**src/rtl/rx_arbiter_pkg.sv**
```systemverilog
// Shared constants for the router input-stage arbiter: channel indices,
// FSM state encoding and the channel index type.
package rx_pkg;

  localparam int NPORTS = 5;

  typedef logic [2:0] chan_t;

  localparam chan_t P_N = 3'd0;
  localparam chan_t P_S = 3'd1;
  localparam chan_t P_E = 3'd2;
  localparam chan_t P_W = 3'd3;
  localparam chan_t P_L = 3'd4;

  localparam logic [0:0] ST_IDLE   = 1'b0;
  localparam logic [0:0] ST_LOCKED = 1'b1;

endpackage

```
**src/rtl/rx_arbiter_rr_pick5.sv**
```systemverilog
// Combinational five-way round-robin picker: the first requester after
// ptr wins, wrapping 4->0 and ending at ptr itself.
module rr_pick5
  import rx_pkg::*;
(
  input  logic [NPORTS-1:0] req,
  input  chan_t             ptr,
  output logic [NPORTS-1:0] gnt,
  output chan_t             gnt_idx
);

  logic  found;
  chan_t idx;

  always_comb begin
    gnt     = '0;
    gnt_idx = '0;
    found   = 1'b0;
    idx     = '0;
    for (int k = 1; k <= NPORTS; k++) begin
      idx = chan_t'((int'(ptr) + k) % NPORTS);
      if (!found && req[idx]) begin
        found      = 1'b1;
        gnt[idx]   = 1'b1;
        gnt_idx    = idx;
      end
    end
  end

endmodule

```
**src/rtl/rx_arbiter.sv**
```systemverilog
// Packet-aware round-robin arbiter sharing one FIFO write port among five
// channels. Define RX_ARB_TIMEOUT_EN to add a forced release of idle owners.
module rx_arbiter
  import rx_pkg::*;
#(
  parameter int SIZE    = 8,
  parameter int TIMEOUT = 16
) (
  input  logic                   clk,
  input  logic                   reset,
  input  logic [NPORTS-1:0]      in_valid,
  input  logic [NPORTS-1:0]      in_tail,
  input  logic [NPORTS*SIZE-1:0] in_item,
  output logic [NPORTS-1:0]      in_read,
  input  logic                   full,
  output logic                   write,
  output logic [SIZE-1:0]        item_out,
  output logic                   locked,
  output logic                   err_timeout
);

  logic [0:0]        fsm;
  chan_t             ptr;
  chan_t             owner;
  logic [NPORTS-1:0] gnt;
  chan_t             gnt_idx;
  chan_t             sel;
  logic              can;
  logic              xfer;
  logic              fire;

  rr_pick5 u_pick (
    .req     (in_valid),
    .ptr     (ptr),
    .gnt     (gnt),
    .gnt_idx (gnt_idx)
  );

`ifdef RX_ARB_TIMEOUT_EN
  localparam int CW = $clog2(TIMEOUT + 1);
  logic [CW-1:0] cnt;

  assign fire = (fsm == ST_LOCKED) && (cnt == CW'(TIMEOUT));

  // Counts owner-idle cycles only; a full stall with a valid owner holds it.
  always_ff @(posedge clk or posedge reset) begin
    if (reset) begin
      cnt <= '0;
    end else if (fsm == ST_IDLE || xfer || fire) begin
      cnt <= '0;
    end else if (!in_valid[owner]) begin
      cnt <= cnt + 1'b1;
    end
  end
`else
  assign fire = 1'b0;
`endif

  // While locked only the owner may transfer; otherwise the picker decides.
  always_comb begin
    sel      = (fsm == ST_LOCKED) ? owner : gnt_idx;
    can      = (fsm == ST_LOCKED) ? in_valid[owner] : (|gnt);
    xfer     = can && !full && !fire;
    in_read  = xfer ? (NPORTS'(1) << sel) : '0;
    write    = xfer;
    item_out = xfer ? in_item[int'(sel)*SIZE +: SIZE] : '0;
  end

  assign locked      = (fsm == ST_LOCKED);
  assign err_timeout = fire;

  always_ff @(posedge clk or posedge reset) begin
    if (reset) begin
      fsm   <= ST_IDLE;
      ptr   <= P_L;
      owner <= P_N;
    end else begin
      case (fsm)
        ST_IDLE: begin
          if (xfer) begin
            if (in_tail[sel]) begin
              ptr <= sel;
            end else begin
              fsm   <= ST_LOCKED;
              owner <= sel;
            end
          end
        end
        default: begin
          if (fire || (xfer && in_tail[owner])) begin
            fsm <= ST_IDLE;
            ptr <= owner;
          end
        end
      endcase
    end
  end

endmodule

```
**config.mk**
```make
export PLATFORM = sky130hd
export DESIGN_NAME = rx_arbiter
export DESIGN_NICKNAME = d
export VERILOG_FILES = /design/src/rtl/rx_arbiter_pkg.sv /design/src/rtl/rx_arbiter_rr_pick5.sv /design/src/rtl/rx_arbiter.sv
export SDC_FILE = /design/constraint.sdc
export NUM_CORES = 1
export LEC_CHECK = 0
export ABC_AREA = 0
export BUFFER_PORTS_ARGS = -buffer_cell sky130_fd_sc_hd__buf_4
export CAP_MARGIN = 5
export CORE_MARGIN = 8
export CORE_UTILIZATION = 24
export DETAILED_ROUTE_END_ITERATION = 8
export GPL_ROUTABILITY_DRIVEN = 0
export PLACE_DENSITY = 0.42
export SYNTH_ARGS = -nofsm -noshare
export SYNTH_HDL_FRONTEND = slang
export SYNTH_HIERARCHICAL = 1
export SYNTH_SLANG_ARGS = --single-unit
```
**constraint.sdc**
```tcl
create_clock -name clk -period 9.6 [get_ports clk]
set_input_delay 1.92 -clock clk [delete_from_list [all_inputs] [get_ports clk]]
set_output_delay 1.92 -clock clk [all_outputs]
set_load 0.01 [all_outputs]
```
[Word-level counts from Yosys, hierarchy flattened]
Cells that the tools add are included.
W data, S select, Z words.
Operators by class
  reductions and logical operators: 21
  shifts and indexed selects: 2
  divide/modulo/power cells: 5
  eq/ne operators: 1
  muxes and demuxes: 52
  bitwise gates (word level): 6
  multipliers: 0
  $add $sub $neg: 5
  $lt $le $gt $ge: 12
Operators by type and width (number)
  $mod A32 B4 Y32 const B: 5
  $shiftx A40 B7 Y8: 1
  $mux W3: 10
  $mux W5: 6
  $lt A3 B4 Y1 const B: 7
  $bmux W1 S3: 8
  $mux W1: 22
  $or A5 B5 Y5: 4
  $demux W1 S3: 5
  $ge A3 B1 Y1 const B: 5
  $logic_and A1 B1 Y1: 11
  $add A3 B2 Y4 const B: 2
  $add A3 B3 Y4 const B: 2
  $mux W8: 1
  $reduce_and A3 Y1: 2
  $logic_not A1 Y1: 5
  $reduce_or A5 Y1: 1
  $shl A1 B3 Y5 const A: 1
  $add A3 B1 Y4 const B: 1
  $reduce_bool A2 Y1: 2
  $ne A2 B1 Y1 const B: 1
  $not A1 Y1: 2
Storage, ports and cells
  word-level logic and storage cells: 107
  RAM bits: 0
  output and inout bits: 16
  memories kept: 0
  bits in read-only memories: 0
  flip-flop bits (word level): 7
  latch bits: 0
  input bits: 53

[Depth between registers and ports, before layout]
  word-level depth: 23
  mapped depth: 27
  gate-level depth less buffers: 23

[Hierarchy]
Netlist, hierarchy kept.
By module, submodules not included
  rr_pick5: area each 2014.4 um^2, sequential area each 0.0 um^2, cells each 288, instances 1
  rx_arbiter: area each 1004.7 um^2, sequential area each 176.4 um^2, cells each 101, instances 1

[Least setup slack after synthesis]
OpenSTA, ideal clock, no wires.
  path type: register to output
  start: reg ptr[0]
  end: out item_out[0]
  required time: 7680 ps
  stages on the path, launching flop included: 26
  data arrival time: 5994 ps
  path slack: 1686 ps
  buffers on the path: 5
  cells stage by stage: dfrtp_1 buf_2 buf_2 clkbuf_1 inv_1 ha_1 buf_2 inv_1 ha_1 nor2_1 a21oi_1 xnor2_1 inv_1 ha_1 nand2b_1 a31o_2 mux2i_2 mux2i_1 o22ai_2 or4_4 o211ai_1 mux2_2 clkbuf_1 mux4_2 a22oi_1 nor2_1
Between the ends
  elaborated cells between the ends (all ways): 77
  those cells by class: add/sub (5); div (5); order compare (10); shift (1); mux (37); bitwise (4); reduce/logical (15)
RTL lines
  from (decl): RTL line rx_arbiter.sv:23  | chan_t ptr;
  from (signal assigned): RTL line rx_arbiter.sv:82  | ptr <= sel;
  from (signal assigned): RTL line rx_arbiter.sv:92  | ptr <= owner;
  $add A3 B1 Y4: RTL line rx_arbiter_rr_pick5.sv:21  | idx = chan_t'((int'(ptr) + k) % NPORTS);
  $mod A32 B4 Y32: RTL line rx_arbiter_rr_pick5.sv:21
  $bmux W1 S3: RTL line rx_arbiter_rr_pick5.sv:22  | if (!found && req[idx]) begin
  $mux W1 (not written as such): RTL line rx_arbiter_rr_pick5.sv:22
  $mux W1: RTL line rx_arbiter_rr_pick5.sv:22
  $logic_not A1 Y1: RTL line rx_arbiter_rr_pick5.sv:22
  $logic_and A1 B1 Y1: RTL line rx_arbiter_rr_pick5.sv:22
  $mux W1: RTL line rx_arbiter_rr_pick5.sv:22
  [... 5 more ...]
  $mux W1: RTL line rx_arbiter_rr_pick5.sv:22
  $logic_not A1 Y1: RTL line rx_arbiter_rr_pick5.sv:22
  $logic_and A1 B1 Y1: RTL line rx_arbiter_rr_pick5.sv:22
  $mux W3 (*): RTL line rx_arbiter_rr_pick5.sv:22
  named net gnt_idx[1]: RTL line rx_arbiter.sv:26  | chan_t gnt_idx;
  $mux W3 (*): RTL line rx_arbiter.sv:61  | sel = (fsm == ST_LOCKED) ? owner : gnt_idx;
  $shiftx A40 B7 Y8 (*): RTL line rx_arbiter.sv:66  | item_out = xfer ? in_item[int'(sel)*SIZE +: SIZE] : '0;
  $mux W8 (*): RTL line rx_arbiter.sv:66
  to (decl): RTL line rx_arbiter.sv:17  | output logic [SIZE-1:0] item_out,
Mark *: on every way through the listed nets, which the timed path passes. The rest lies on a longest branch. The select of a mux whose other input is x is not followed.

[Final worst setup path]
  start: reg ptr[1]
  end: out item_out[6]
Same word-level chain as after synthesis.

==> flow_summary.toml <==
[clock_network]
cts_buffers = 3
cts_htree_levels = 1
cts_sinks = 7
hold_buffers = 0
clkSlewWorstSetupHoldPaths_ns = 0.03
clk_path_buf_depth = 2
clock_latency_ns = 0.23
cts_tree = "built"
cts_resized = 0
cts_root_buffer = "clkbuf_16"
postCtsSetupBuffers = 0

[floorplanning]
die_w_um = 128.2
design.core.area_um2 = 12470
num_io_pins = 69
rows = 41
initial_core_util = 0.2422
die_height_um = 128.2
die-area_um2 = 16430

[synthesis]
yosys.cell_count.top_type = "nor2_1"
synth-seq-cells = 7
synth_area_um2 = 3019
synth_cells = 389
synth_edf_count = 0
synth_top_area_cell = "ha_1"
synth.avg_cell_area_um2 = 7.761
yosysUniqueCellTypes = 85
synth_nets = 468
async_flop_share = 1.000
synth-main-ff-cell = "dfrtp_1"
synth_top_area_frac = 0.1077
ys_top_cells_by_area = "ha_1 11%, mux4_2 6.7%, dfrtp_1 5.0%"
synth_warnings = 6
yosysSeqAreaShare = 0.05843
synthTopCellsByCount = "37 x nor2_1, 26 x ha_1, 25 x nand2_1"

[placed_design]
dpl-instance-area_um2 = 3591
dp_hpwl_mm = 7.865
numPortBuffers = 67
dp_worst_setup_slack_ns = 1.255

[layout]
fin_area_um2 = 3670
multi_input_area_um2 = 2587
syn2layout_area_growth_pct = 21.55
fillers = 1363
final_nets = 517
regArea_um2 = 176.4
diodes = 0
layout-drive-gt1-share = 0.2677

[route]
first_iter_violations = 160
drc_errors = 0
dr.pass1.iters = 5
vias = 3153
ant_nets = 0
wl_per_cell_um = 15.77
via_per_inst = 5.177
routed_wl_mm = 9.603

[global_route]
grt_pass1_wl_mm = 15.50
grt_pass1_vias = 3132
grt_overflow = 0
grt_start_max_net_pins = 28
antenna_found_initial = 0
grt_usage = 0.1132

[timing]
drv_slew = 0
finClkSkew_ns = 0.0002392
rsz0062_at_grt = "no"
timing.final.crit_share = 0.8936
max_freq_mhz = 116.6
setup-tns-final_ns = 0
worst_pin_slew_ns = 0.7997
setup-violations-final = 0
layout_setup_ws_ns = 1.022
finalCriticalPeriod_ns = 8.578
slew_headroom = 0.4563
hold_viol_final = 0

[worst_hold_path]
hold_class = "register to register"

[setup_path]
max_stage_delay_ns = 0.72
cp_top_family = "compound AO/OA/AOI/OAI gates"
crit_chain = "inv_1 > ha_1 > inv_1 > ha_1 > inv_1 > ha_1 > nor2b_1 > a31oi_1 > o221a_2 > mux2i_1 > o22ai_1 > and2_1 > nand2_2 > or4_4 > o211ai_1 > mux2_2 > mux4_2 > a22oi_1 > nor2_1 > buf_4"
critical_path_buf_inv_count = 4
crit_path_top_delay_cell = "ha_1"
path_max_fanout = 17
worst-setup-path-type = "register to output pin"
required_ns = 7.68
arrival_ns = 6.66
endpoint_kind = "output pin"
setup.worst_path.start_class = "register"

[run]
drv_cap = 0

[outcome]
run_status = "completed"
[flip-flops by register name, indices dropped and copies added (netlist names)]
| register | cells |
|---|---|
| locked | 1 |
| ptr | 3 |
| owner | 3 |
[routing by layer]
metal | vias to the layer above | GRT usage | routed length (µm)
met5 | - | 0 | 0
met4 | 0 | 0.01469 | 74
met3 | 6 | 0.01331 | 244
met2 | 59 | 0.2032 | 4868
met1 | 1510 | 0.1441 | 4415
li1 | 1578 | - | -
[cells in the final DEF (no fill, tap or decap), types with 8 or more instances in the layout]
master and count:
nand2_1 25, mux2i_1 11, inv_1 23, buf_4 68, a31oi_1 11, xnor2_1 12, nor3_1 12, nand3_1 11
nand2b_1 8, a21oi_1 19, ha_1 26, mux4_2 9, a22oi_1 9, nor2_1 37
[worst register-to-register path, delay by kind of cell, from the launching register on]
family / cells / cell delay (ns)
AO/OA/AOI/OAI: 6 / 1.95
AND/OR/NAND/NOR: 6 / 1.84
adder cells (fa/ha/maj): 3 / 1.17
flip-flops: 1 / 0.63
buffers and inverters: 3 / 0.51
multiplexers: 2 / 0.50
[cell families after synthesis]
| logic type | after synthesis | synth area share |
|---|---|---|
| buffers and inverters | 51 | 0.08454 |
| DFF | 7 | 0.05843 |
| and+or+nand+nor | 148 | 0.2719 |
| other | 1 | 0.001242 |
| muxes | 29 | 0.1401 |
| adders and majority gates | 27 | 0.1111 |
| AOI/OAI and AO/OA | 112 | 0.2897 |
| xor gates and xnor gates | 14 | 0.04310 |
[area by class of cell]
class | count | area share
clock buffer | 4 | 0.02148
inverter | 27 | 0.02762
multi-input combinational | 331 | 0.7051
sequential | 7 | 0.04807
tap | 172 | 0.05864
timing repair buffer | 68 | 0.1391
[final timing paths]
| kind | to | slack, ns | depth (start not counted) | from |
|---|---|---|---|---|
| max | item_out[6] | 1.02 | 20 | ptr[1] |
| max in group asynchronous | ptr[2] | 7.70 | 2 | reset |
| min reg2reg | ptr[0] | 0.52 | 1 | ptr[0] |
| max reg2reg | owner[1] | 2.89 | 20 | ptr[1] |
| min | ptr[0] | 0.52 | 1 | ptr[0] |
| min in group asynchronous | ptr[0] | 1.63 | 2 | reset |
[stage by stage]
step,util,instances,hold WS [ns]
2_1_floorplan,-,389,0.5484
3_3_place_gp,0.2881,605,0.5084
3_5_place_dp,0.2881,605,0.5222
4_1_cts,0.2944,609,0.5298
5_1_grt,0.2944,609,0.5566
6_report,0.2944,609,0.5217
Power is left out: the tool's default activity adds up to more than one toggle a clock period on the data nets, which glitch-free logic cannot reach.
